<file path="src/rtl/sin_err_monitor.sv">
// Error monitor comparing exact and approximate sin_24b outputs over a programmed run.
// Accumulates mismatch count, saturating sum of |exact-approx| and max |exact-approx|.
module sin_err_monitor #(
    parameter int W     = 25,
    parameter int CNT_W = 20,
    parameter int ACC_W = 48
) (
    input  logic             clk,
    input  logic             rst_n,
    input  logic             start,
    input  logic [CNT_W-1:0] n_samples,
    input  logic             in_valid,
    output logic             in_ready,
    input  logic [W-1:0]     exact,
    input  logic [W-1:0]     approx,
    output logic             busy,
    output logic             done,
    output logic [CNT_W-1:0] err_count,
    output logic [ACC_W-1:0] err_sum,
    output logic [W-1:0]     err_max,
    output logic             sum_sat
);

    typedef enum logic [1:0] {S_IDLE, S_RUN, S_DRAIN} state_t;

    state_t           state, state_nx;
    logic [CNT_W-1:0] n_lat, acc_cnt;
    logic [W:0]       diff;
    logic [W-1:0]     mag, d1;
    logic             ne1, v1;
    logic             start_ok, xfer, last;
    logic [ACC_W:0]   sum_ext;

    // The done cycle is already IDLE, so start must be masked there too.
    assign start_ok = (state == S_IDLE) && start && !done;
    assign in_ready = (state == S_RUN);
    assign busy     = (state != S_IDLE);
    assign xfer     = in_valid && in_ready;
    assign last     = xfer && ((acc_cnt + CNT_W'(1)) == n_lat);

    assign diff    = {1'b0, exact} - {1'b0, approx};
    assign mag     = diff[W] ? (~diff[W-1:0] + W'(1)) : diff[W-1:0];
    assign sum_ext = {1'b0, err_sum} + (ACC_W+1)'(d1);

    always_comb begin
        state_nx = state;
        case (state)
            S_IDLE:  if (start_ok) state_nx = (n_samples == '0) ? S_DRAIN : S_RUN;
            S_RUN:   if (last) state_nx = S_DRAIN;
            S_DRAIN: state_nx = S_IDLE;
            default: state_nx = S_IDLE;
        endcase
    end

    always_ff @(posedge clk or negedge rst_n) begin
        if (!rst_n) begin
            state     <= S_IDLE;
            n_lat     <= '0;
            acc_cnt   <= '0;
            v1        <= 1'b0;
            d1        <= '0;
            ne1       <= 1'b0;
            done      <= 1'b0;
            err_count <= '0;
            err_sum   <= '0;
            err_max   <= '0;
            sum_sat   <= 1'b0;
        end else begin
            state <= state_nx;
            done  <= (state == S_DRAIN);
            v1    <= xfer;
            if (xfer) begin
                d1      <= mag;
                ne1     <= |mag;
                acc_cnt <= acc_cnt + CNT_W'(1);
            end
            // v1 is never set in IDLE, so clear and accumulate cannot collide.
            if (start_ok) begin
                n_lat     <= n_samples;
                acc_cnt   <= '0;
                err_count <= '0;
                err_sum   <= '0;
                err_max   <= '0;
                sum_sat   <= 1'b0;
            end else if (v1) begin
                err_count <= err_count + CNT_W'(ne1);
                if (d1 > err_max) err_max <= d1;
                if (sum_ext[ACC_W]) begin
                    err_sum <= '1;
                    sum_sat <= 1'b1;
                end else begin
                    err_sum <= sum_ext[ACC_W-1:0];
                end
            end
        end
    end

endmodule

</file>
<file path="config.mk">
export PLATFORM = sky130hd
export DESIGN_NAME = sin_err_monitor
export DESIGN_NICKNAME = d
export VERILOG_FILES = /design/src/rtl/sin_err_monitor.sv
export SDC_FILE = /design/constraint.sdc
export NUM_CORES = 1
export LEC_CHECK = 0
export ABC_AREA = 0
export CAP_MARGIN = 25
export CORE_UTILIZATION = 45
export DETAILED_ROUTE_END_ITERATION = 10
export GPL_ROUTABILITY_DRIVEN = 1
export HOLD_SLACK_MARGIN = 0.08
export PLACE_DENSITY = 0.68
export REMOVE_ABC_BUFFERS = 1
export SLEW_MARGIN = 10
export SYNTH_ARGS = -nofsm -noshare
export SYNTH_HDL_FRONTEND = slang
export SYNTH_SLANG_ARGS = --single-unit
</file>
<file path="constraint.sdc">
create_clock -name clk -period 4.2 [get_ports clk]
set_input_delay 0.42 -clock clk [delete_from_list [all_inputs] [get_ports clk]]
set_output_delay 0.42 -clock clk [all_outputs]
set_load 0.01 [all_outputs]
</file>
Yosys cells after proc, flatten, opt, wreduce, memory -nomap -nowiden
Index checks and enable logic that the tools add are counted.

Add/sub/neg operators: 5. $mul: 0. Div/mod/pow operators: 0. Magnitude comparators: 1. Equality and inequality tests: 5. Shift-type cells: 0. Mux-type cells: 18. Bitwise logic cells: 1. Reductions and logical operators: 16.

Operators by type and width (count): $mux 48 (3); $mux 25 (4); $mux 20 (4); $add 48x25->49 (1); $sub 25x25->26 (1); $add 25x1->25 const B (1); $gt 25x25->1 (1); $not 25->25 (1); $reduce_or 25->1 (1); $add 20x1->20 (1); $add 20x1->20 const B (1); $eq 20x20->1 (1); $logic_not 20->1 (1); $reduce_bool 2->1 (5); $mux 2 (3); $reduce_and 2->1 (3); $logic_and 1x1->1 (4); $pmux 2 s2 (1); $mux 1 (3); $eq 2x1->1 const B (1); $eq 2x2->1 const B (1); $logic_not 2->1 (1); $ne 2x1->1 const B (1); $ne 2x2->1 const B (1); $logic_not 1->1 (1).

Bits in registers: 164. Latch bits: 0. Bits in writable memories: 0. Memory bits (read-only): 0. Bits of input ports: 74. Output and inout port bits: 97. Memories: 0.

Depth between registers and ports, before layout
Gate-level depths: netlist of the first run.

Depth after elaboration: 5. Depth in mapped cells: 16. Mapped depth without buffers: 15.

Worst setup path after synthesis of the first run
Ideal clock, no wire load.

Path kind: input to register. Start point: in exact[0]. End point: reg ne1. Setup time: 0.131 ns. Arrival time: 3.415 ns. Data required time: 4.069 ns. Setup slack: 0.654 ns. Cell stages on the path: 16. Buffers on the path: 1. Cells stage by stage: inv_1 > ha_1 > fa_1 > nand2b_1 > a211oi_2 > o21ai_1 > a32oi_1 > xnor2_2 > nand2b_1 > buf_4 > o31ai_2 > xor2_1 > nand3_1 > and4bb_1 > and4_1 > a31oi_1.

Word-level cells in the longest chain between the ends: 5.

RTL lines: start, declared (RTL line 14) `input logic [W-1:0] exact,`; $sub 25x25->26 * (RTL line 41) `assign diff = {1'b0, exact} - {1'b0, approx};`; $not 25->25 (RTL line 42) `assign mag = diff[W] ? (~diff[W-1:0] + W'(1)) : diff[W-1:0];`; $add 25x1->25 (RTL line 42); $mux 25 * (RTL line 42); $reduce_or 25->1 * (RTL line 74) `ne1 <= |mag;`; end signal, assigned (RTL line 74); end, declared (RTL line 30) `logic ne1, v1;`.

Every way passes the cells marked *; elsewhere a longest branch is shown, timed or not. A chain may end at the register's enable or synchronous reset.

Final worst setup path of the first run
Start point: reg d1[0]. End point: reg err_sum[14].

Word-level cells in the longest chain between the ends: 4.

RTL lines: start, declared (RTL line 29) `logic [W-1:0] mag, d1;`; start signal, assigned (RTL line 73) `d1 <= mag;`; $add 48x25->49 (RTL line 43) `assign sum_ext = {1'b0, err_sum} + (ACC_W+1)'(d1);`; $mux 48 (RTL line 88) `if (sum_ext[ACC_W]) begin`; $mux 48 (RTL line 85) `end else if (v1) begin`; $mux 48 (RTL line 78) `if (start_ok) begin`; end signal, assigned (RTL line 92) `err_sum <= sum_ext[ACC_W-1:0];`; end, declared (RTL line 19) `output logic [ACC_W-1:0] err_sum,`.

Every way passes these cells. The select of a mux whose other input is x is not followed.

==> results of run 1 <==
[metal layers]
layer	global-route usage, %	up-vias	part of all wire, %
met1	30.8	4814	48
li1	-	5139	-
met5	0	-	0
met2	36.0	202	47
met3	3.03	23	3.2
met4	5.31	0	1.1
[report_power, final]
part,internal [W],total [W],switching (W)
Sequential,0.00227,0.00307,0.000795
Combinational,0.00284,0.00571,0.00287
Clock,0.000899,0.00157,0.000672
Total,0.00601,0.0103,0.00434
[flip-flops by register name, indices dropped and copies added (netlist names)]
name and count:
state 2, err_max 25, done 1, v1 1, ne1 1, acc_cnt 20, err_count 20, sum_sat 1
err_sum 48, d1 25, n_lat 20
[worst max-delay path by stage]
stage / startpoint / to / cells past startpoint / slack [ns]
6_report: d1[0] / err_sum[14] / 15 / 0.40
5_1_grt: d1[0] / err_sum[12] / 15 / 0.14
4_1_cts: d1[0] / err_sum[14] / 15 / 0.42
3_5_place_dp: exact[0] / ne1 / 16 / 0.05
3_3_place_gp: exact[0] / ne1 / 17 / 0.08
2_1_floorplan: state[1] / acc_cnt[16] / 5 / -1.60
[stage by stage]
step	power [W]	hold slack [ns]	util, %	cells
after floorplan	0.00664	0.124	-	1310
after global placement	0.00862	0.444	54.7	1848
after detailed placement	0.00877	0.453	54.7	1849
after CTS	0.0104	0.128	57.1	1880
after global routing	0.0112	0.151	57.1	1880
final	0.0103	0.0768	57.1	1880
[cell usage after synthesis (all sizes together) (6+ instances only)]
library cell,n,share of area [%]
and4,7,0.53
buf,11,0.53
xnor2,67,5.3
nand2b,12,0.65
and2,7,0.38
nor2b,19,1.0
inv,79,2.6
nand2,177,5.7
nand3,31,1.3
o21a,10,0.65
or2,8,0.45
nor3,19,0.82
nor4,12,0.65
ha,80,8.6
a21o,25,1.6
a41oi,6,0.52
a31oi,20,1.1
xor2,58,4.5
or3,8,0.47
o21ai,126,5.5
and3,27,1.5
mux2i,40,3.5
nor2,109,3.5
clkbuf,44,1.4
a21oi,102,4.5
nand4,21,1.1
o31ai,9,0.63
dfrtp,164,35
[worst reg2reg max path, delay by kind of cell, from the launching register on]
family	cells	cell delay, ns
AND/OR/NAND/NOR	3	0.99
AO/OA/AOI/OAI	8	1.39
flip-flops	1	0.41
adder cells (fa/ha/maj)	2	0.56
buffers and inverters	2	0.35
[kinds of logic after synthesis]
kind of cell               share of synthesized area [%]
and+or+nand+nor                                     19.4
xor gates and xnor gates                            9.80
muxes                                               3.55
AOI/OAI and AO/OA                                   18.3
buffers and inverters                               4.51
adders and majority gates                           8.98
DFF                                                 35.4
[area by class of cell]
cell class / count / area share, %
clock buffer: 18 / 3.05
timing repair buffer: 209 / 14.0
tap: 330 / 2.86
inverter: 79 / 2.06
multi-input combinational: 1067 / 48.5
clock inverter: 13 / 1.04
sequential: 164 / 28.5
==> impl_results.md, run 1 <==
- Root Driver: clkbuf_16
- Vias per cell: around 5.4
- Setup crit start kind: flop
- Power Dens Cells: 718 nW/um^2
- Asr flop ratio synth: 100%
- R2r setup slk: approximately 0.40 ns
- Hold/Removal Path Class: primary input to asynchronous set/reset pin
- Die Y: 163 um
- Remaining Overflow, GRT: 0
- Final number of setup-violating endpoints: 0
- Synth Register Bits: about 160
- Post_cts resized: 0
- Critical path class: flop to flop
- WP buf/inv: 2
- Clock sink count: roughly 160
- Pin count of the biggest net entering global routing: 100
- CTS hold repair buffers: 0
- Final Hold Fails: 0
- CP cell instances: ha_1 -> inv_1 -> fa_1 -> nor2b_1 -> o21ai_1 -> a21boi_0 -> o21a_1 -> o21ai_1 -> a31oi_1 -> nand4_1 -> a21oi_2 -> o21ai_2 -> or3_1 -> buf_4 -> a31oi_1
- Top_reg_cell synth: dfrtp_1
- Final Net Count: 1694
- Number of fill cells: 2293
- I/O pins: 171
- CTS Buffer Depth: 2
- Crit path DAT: roughly 4.1 ns
- Cell Area, Synth: between 10000 and 15000 um^2
- Fin crit share: 90.5%
- H-tree depth: 4
- # diodes: 0
- Area growth syn-to-layout: 24.3%
- Wire per inst: 15.1 um
- Final GP Congestion: roughly 0.9
- Netlist cell types: 79
- Vias in the first global route: 9601
- Slowest stage delay, CP: ~0.62 ns
- First-pass GRT wire length: between 40000 and 50000 um
- Slew @ Worst Pin: roughly 1 ns
- RSZ-0062 raised after global routing: no
- Final Max Tran Viols: 0
- Status: completed
- Clock Latency Late Sink: approximately 0.43 ns
- Cell area after layout: ~14000 um^2
- R2r worst-path depth: 15
- Final ANT Viol Nets: 0
- Reg area: ~4100 um^2
- Die W: around 160 um
- Yosys warnings: 0
- DR iter-0 viols: between 500 and 600
- Total Routing Usage GR: about 22%
- Antenna violations before repair: 0
- Length of the first detailed-routing pass in iterations: 6
- FP Rows: 58
- Leakage: about 6.6 nW
- Max_cap viols: 0
- Setup slack after layout: approximately 0.4 ns
- CTS Buf Count: 17
- Hpwl dp: 21400 um
- CTS tree: done
- Sequential area share after synthesis: between 30% and 40%
- Peak supply drop: between 0.3 and 0.4 mV
- Commonest cells after routing, fill and taps aside: 176 x nand2_1, 169 x clkdlybuf4s50_1, 163 x dfrtp_1
- Layout cells sized above 1: 6.45%
- Core footprint: between 20000 and 30000 um^2
- Commonest non-fill, non-tap cell in the layout: nand2_1
- Critical path required time: ~4.5 ns
- R2r endpoint: err_sum[14]
- Worst Skew: between 0.01 and 0.015 ns
- Port Buffers: 170
- Starting Density: 45.9%
- Multi-input logic area: ~7000 um^2
- Worst-path clk slew: 0.07 ns
- Worst r2r src: d1[0]
- Worst slack, placed: 0.0519 ns
- Die ar.: 26400 um^2
- Routed wire length: 28400 um
- Placed Area: around 14000 um^2
- Highest-delay cell along the critical path: or3_1
- DRC: 0
- CP delay by family, top: compound AO/OA/AOI/OAI gates
- Endpoint class of the critical path: flop
- Critical path fanouts, max: 15
- Mapped Avg Cell Area: between 8 and 9 um^2
- Number of flops mapped to enable cells by yosys: 0
- Post-layout min period: 3.80 ns
- Slew HR: between 30% and 40%
- Post-CTS Setup Inserts: 0
- Mapped Cells: ~1400
- TNS Setup: 0 ns
- Via count: slightly above 10000
- Fmax: roughly 260 MHz
No activity file was read; power rests on OpenSTA's default activity.
==> inputs of run 2 (changes only) <==
CORE_UTILIZATION = 35   (was 45)
PLACE_DENSITY = default   (was 0.68)
SLEW_MARGIN = default   (was 10)
==> impl_results.md, run 2 (synthesis results as in run 1) <==
- Clock sink count: 164 (unchanged)
- Final number of setup-violating endpoints: 0 (unchanged)
- Biggest regs: err_sum x48, d1 x25, err_max x25
- Post-Route M1 WL: 14100 um (+3.0%)
- CTS hold repair buffers: 0 (unchanged)
- Commonest cells after routing, fill and taps aside: 176 x nand2_1, 169 x clkdlybuf4s50_1, 163 x dfrtp_1
- DR iter-0 viols: 512 (-10%)
- WL met3: 996 um (+9.1%)
- Tot Pwr: 0.0105 W (+1.6%)
- Commonest non-fill, non-tap cell in the layout: nand2_1
- Routed wire length: 29700 um (+4.8%)
- Setup crit start kind: primary input
- Critical path class: primary input to flop
- Leakage: 6.63 nW (+0.82%)
- Port Buffers: 170 (unchanged)
- DRC: 0 (unchanged)
- Vias in the first global route: 9714 (+1.2%)
- Slew @ Worst Pin: 0.920 ns (-0.0731 ns)
- Metal2 WL: 14200 um (+5.1%)
- H-tree depth: 4 (unchanged)
- Status: completed
- Clock Latency Late Sink: 0.44 ns (about the same)
- Remaining Overflow, GRT: 0 (unchanged)
- Core footprint: 32500 um^2 (+29%)
- Final Net Count: 1700 (+0.35%)
- Final ANT Viol Nets: 0 (unchanged)
- # diodes: 0 (unchanged)
- Worst Skew: 0.0117 ns (-0.00236 ns)
- First-pass GRT wire length: 48800 um (+2.7%)
- Layout cells sized above 1: 6.81% (+0.36 points)
- Starting Density: 35.6% (-10 points)
- Final Max Tran Viols: 0 (unchanged)
- Largest register FFs: 48 (unchanged)
- I/O pins: 171 (unchanged)
- Die ar.: 33900 um^2 (+28%)
- Wire per inst: 14.9 um (-1.4%)
- Worst slack, placed: -0.0372 ns (-0.0891 ns)
- Post-layout min period: 3.77 ns (-0.0251 ns)
- Peak supply drop: 0.256 mV (-28%)
- Final GP Congestion: 0.887 (-2.4%)
- CTS Buf Count: 17 (unchanged)
- Hpwl dp: 22400 um (+4.9%)
- DR top layer: met4
- Final Hold Fails: 0 (unchanged)
- Fmax: 265 MHz (+0.66%)
- Slew HR: 38.7% (+4.9 points)
- Area growth syn-to-layout: 26.4%
- Post-Route Utilization: 45.1% (-12 points)
- TNS Setup: 0 ns (unchanged)
- Hold/Removal Path Class: primary input to asynchronous set/reset pin
- Worst-path clk slew: 0.07 ns (about the same)
- Via count: 10100 (-0.41%)
- Antenna violations before repair: 0 (unchanged)
- Total Routing Usage GR: 18.0% (-4.0 points)
- Max_cap viols: 0 (unchanged)
- Die W: 184 um (+13%)
- Root Driver: clkbuf_16
- Die Y: 184 um (+13%)
- Fin crit share: 89.9% (-0.60 points)
- Crit path DAT: 4.09 ns (-0.04 ns)
- Pin count of the biggest net entering global routing: 96 (-4.0%)
- Setup slack after layout: 0.425 ns (+0.0251 ns)
- Critical path fanouts, max: 4 (-11)
- CTS tree: done
- Critical path required time: 4.51 ns (-0.02 ns)
- Vias per cell: 5.07 (-6.3%)
- CTS Buffer Depth: 2 (unchanged)
- Most flops, register: err_sum
- Endpoint class of the critical path: flop
- FP Rows: 66 (+14%)
- Power Dens Cells: 717 nW/um^2 (-0.12%)
- Length of the first detailed-routing pass in iterations: 5 (-1)
- RSZ-0062 raised after global routing: no
## run 2: cell type report
| type | instances | area [um^2] |
|---|---|---|
| Fill cell | 3184 | 17900 |
| Multi-Input combinational cell | 1067 | 7000 |
| Sequential cell | 164 | 4110 |
| Timing Repair Buffer | 215 | 2070 |
| Tap cell | 442 | 553 |
| Clock buffer | 21 | 470 |
| Inverter | 79 | 297 |
| Clock inverter | 10 | 170 |
## run 2: per-layer routing
layer	vias to the layer above	GRT usage, %
met2	181	30.1
met5	-	0
met3	32	2.69
met4	0	5.57
met1	4780	23.8
li1	5143	-
## run 2: worst paths after layout
check / from / end / slack (ns) / depth (start not counted)
setup / recovery: exact[0] / ne1 / 0.43 / 17
hold / removal: rst_n / d1[0] / 0.08 / 1
setup reg to reg: d1[0] / err_sum[37] / 0.46 / 15
hold reg to reg: state[1] / state[1] / 0.46 / 1
max in group asynchronous: rst_n / err_count[12] / 3.20 / 2
min in group clk: state[1] / state[1] / 0.46 / 1
## run 2: worst max-delay path, stage by stage
cell and delay [ns]:
clkdlybuf4s50_1 0.45, inv_1 0.04, ha_1 0.21, fa_1 0.40, nand2b_1 0.19, a211oi_2 0.30, o21ai_0 0.16, a21oi_1 0.17
buf_4 0.16, xor2_1 0.07, nor2_1 0.21, nand4_1 0.19, nor4_1 0.46, a31oi_1 0.16, xnor2_1 0.20, and4_1 0.21
a31oi_1 0.08
## run 2: through the flow
step           cell area (um^2)  hold WS, ns  cells
6_report                  14700       0.0844   1998
5_1_grt                   14700        0.167   1998
4_1_cts                   14700        0.131   1998
3_5_place_dp              14000        0.449   1967
3_3_place_gp              14000        0.444   1966
2_1_floorplan             11400        0.124   1310
## run 2: timing repair
action / CTS / global route
endpoints found under the setup margin: 0 / 1
buffers inserted: 0 / 0
endpoints found under the hold margin: 0 / 0
gates resized for setup: 0 / 1
## run 2: power breakdown
group,switching [W],internal (W)
combinational,0.00289,0.00284
sequential,0.000799,0.00227
clock,0.000668,0.00105
total,0.00435,0.00616
==> inputs of run 3 (changes only) <==
CORE_MARGIN = 10   (was default)
==> impl_results.md, run 3 (synthesis results as in run 1) <==
- Status: completed
- Metal2 WL: 14800 um (+4.8%)
- Final Net Count: 1695 (-0.29%)
- Die W: 202 um (+9.8%)
- Length of the first detailed-routing pass in iterations: 4 (-1)
- Clk network pwr share: 15.3% (-1.0 points)
- Port Buffers: 170 (unchanged)
- Final Hold Fails: 0 (unchanged)
- Clock Latency Late Sink: 0.43 ns (about the same)
- FP Rows: 66 (unchanged)
- CTS hold repair buffers: 0 (unchanged)
- Reg area: 4110 um^2 (unchanged)
- Antenna violations before repair: 0 (unchanged)
- DR top layer: met4
- Via count: 10100 (-0.64%)
- Worst-path clk slew: 0.07 ns (about the same)
- Die Y: 202 um (+9.8%)
- Most flops, register: err_sum
- R2r endpoint: err_sum[14]
- Peak supply drop: 0.280 mV (+9.7%)
- Critical path class: flop to flop
- RSZ-0062 raised after global routing: no
- Core footprint: 32600 um^2 (+0.25%)
- Hpwl dp: 24000 um (+7.2%)
- Switch Pwr: 0.00439 W (+0.82%)
- Pin count of the biggest net entering global routing: 95 (-1.0%)
- Worst r2r src: d1[0]
- CP cell instances: ha_1 -> inv_1 -> fa_1 -> nor2b_1 -> o21ai_1 -> a21boi_0 -> o21a_1 -> o21ai_1 -> a31oi_1 -> nand4_1 -> a21oi_2 -> o21ai_2 -> or3_1 -> buf_4 -> a31oi_1
- Commonest cells after routing, fill and taps aside: 176 x nand2_1, 169 x clkdlybuf4s50_1, 163 x dfrtp_1
- Number of placed cells counting well taps: 1962 (-0.25%)
- Final cell count without fillers: 1994 (-0.20%)
- Die ar.: 40800 um^2 (+21%)
- Fmax: 259 MHz (-2.3%)
- Total Routing Usage GR: 15.3% (-2.7 points)
- CTS tree: done
- Worst Skew: 0.00973 ns (-0.00199 ns)
- Number of fill cells: 3196 (+0.38%)
- Setup crit start kind: flop
- Endpoint class of the critical path: flop
- First-pass GRT wire length: 52100 um (+6.9%)
- Register share of total power: 29.6% (+0.4 points)
- I/O pins: 171 (unchanged)
- # diodes: 0 (unchanged)
- Layout cells sized above 1: 6.57% (-0.24 points)
- Vias in the first global route: 9945 (+2.4%)
- Switching share of total power: 42.2% (+0.76 points)
- H-tree depth: 4 (unchanged)
- Biggest regs: err_sum x48, d1 x25, err_max x25
- Int Power: 0.00602 W (-2.3%)
- DRC: 0 (unchanged)
- Post-CTS Setup Inserts: 0 (unchanged)
- Final number of setup-violating endpoints: 0 (unchanged)
- Critical path required time: 4.54 ns (+0.03 ns)
- Slew @ Worst Pin: 0.905 ns (-0.0154 ns)
- Starting Density: 35.6% (-0.090 points)
- Commonest non-fill, non-tap cell in the layout: nand2_1
- Slowest stage delay, CP: 0.60 ns (+0.14 ns)
- Highest-delay cell along the critical path: or3_1
- Routed wire length: 31400 um (+5.7%)
- Final Max Tran Viols: 0 (unchanged)
- Vias per cell: 5.05 (-0.44%)
- Root Driver: clkbuf_16
- R2r worst-path depth: 15 (unchanged)
- Slew HR: 39.7% (+1.0 points)
- CTS Buffer Depth: 2 (unchanged)
- Hold/Removal Path Class: primary input to asynchronous set/reset pin
- Multi-input logic area: 7000 um^2 (about the same)
- Area growth syn-to-layout: 25.6%
- TNS Setup: 0 ns (unchanged)
- Final ANT Viol Nets: 0 (unchanged)
- Remaining Overflow, GRT: 0 (unchanged)
- Fin crit share: 92.0% (+2.1 points)
- Largest register FFs: 48 (unchanged)
- Post-Route M1 WL: 15100 um (+6.9%)
- Critical path fanouts, max: 18 (+14)
- Post-layout min period: 3.86 ns (+0.0879 ns)
- Post_cts resized: 0 (unchanged)
- CTS Buf Count: 17 (unchanged)
- Wire per inst: 15.7 um (+5.9%)
- DR iter-0 viols: 474 (-7.4%)
- Power Dens Cells: 714 nW/um^2 (-0.36%)
- Final GP Congestion: 0.855 (-3.7%)
- R2r setup slk: 0.34 ns (-0.12 ns)
- Crit path DAT: 4.21 ns (+0.12 ns)
- WL met3: 931 um (-6.5%)
- Clock sink count: 164 (unchanged)
- Max_cap viols: 0 (unchanged)
- Leakage: 6.59 nW (-0.63%)
- Logic pwr share: 55.1% (+0.6 points)
## run 3: changes by cell type in the layout (fill, tap and decap cells not counted), sizes merged
| cell | delta |
|---|---|
| clkinv | +3 |
| buf | -5 |
| bufinv | -2 |
| inv | +2 |
| clkbuf | -2 |
## run 3: layout make-up
cell class                 count  share of cell area, %
clock buffer                  19                   3.11
clock inverter                13                   1.00
timing repair buffer         210                   13.9
tap                          442                   3.80
multi-input combinational   1067                   48.0
sequential                   164                   28.2
inverter                      79                   2.04
## run 3: worst max-delay path by stage
| stage | slack (ns) | depth (start not counted) | to | startpoint |
|---|---|---|---|---|
| 3_3_place_gp | 0.06 | 16 | ne1 | exact[0] |
| 2_1_floorplan | -1.60 | 5 | acc_cnt[16] | state[1] |
| 5_1_grt | 0.04 | 15 | err_sum[14] | d1[0] |
| 3_5_place_dp | -0.01 | 16 | ne1 | exact[0] |
| 4_1_cts | 0.33 | 15 | err_sum[14] | d1[0] |
| 6_report | 0.34 | 15 | err_sum[14] | d1[0] |
## run 3: per-stage QoR
stage          setup slack [ns]  cell area [um^2]  hold slack, ns  util, %  power (W)
2_1_floorplan             -1.60             11400           0.124        -    0.00664
5_1_grt                  0.0380             14600           0.141     44.7     0.0114
3_5_place_dp            -0.0132             14000           0.449     42.8    0.00887
6_report                  0.337             14600          0.0742     44.7     0.0104
3_3_place_gp             0.0595             14000           0.446     42.8    0.00876
4_1_cts                   0.335             14600           0.120     44.7     0.0105
## run 3: worst max-delay path: cells and delay by family, from the launching register on
kind | cells | cell delay, ns
buffers and inverters | 2 | 0.38
adders and majority gates | 2 | 0.59
and+or+nand+nor | 3 | 0.98
DFF | 1 | 0.43
AOI/OAI and AO/OA | 8 | 1.39
## run 3: power by group through the flow
| stage | clock (W) | combinational (W) | sequential (W) |
|---|---|---|---|
| 2_1_floorplan | 0 | 0.00359 | 0.00306 |
| 3_3_place_gp | 0 | 0.00566 | 0.00309 |
| 3_5_place_dp | 0 | 0.00576 | 0.00311 |
| 4_1_cts | 0.00164 | 0.00580 | 0.00309 |
| 5_1_grt | 0.00171 | 0.00645 | 0.00320 |
| 6_report | 0.00159 | 0.00573 | 0.00308 |
## run 3: metal layers
metal | global-route usage [%] | vias up
li1 | - | 5132
met1 | 19.7 | 4755
met2 | 25.7 | 157
met3 | 2.61 | 27
met4 | 4.54 | 0
met5 | 0 | -
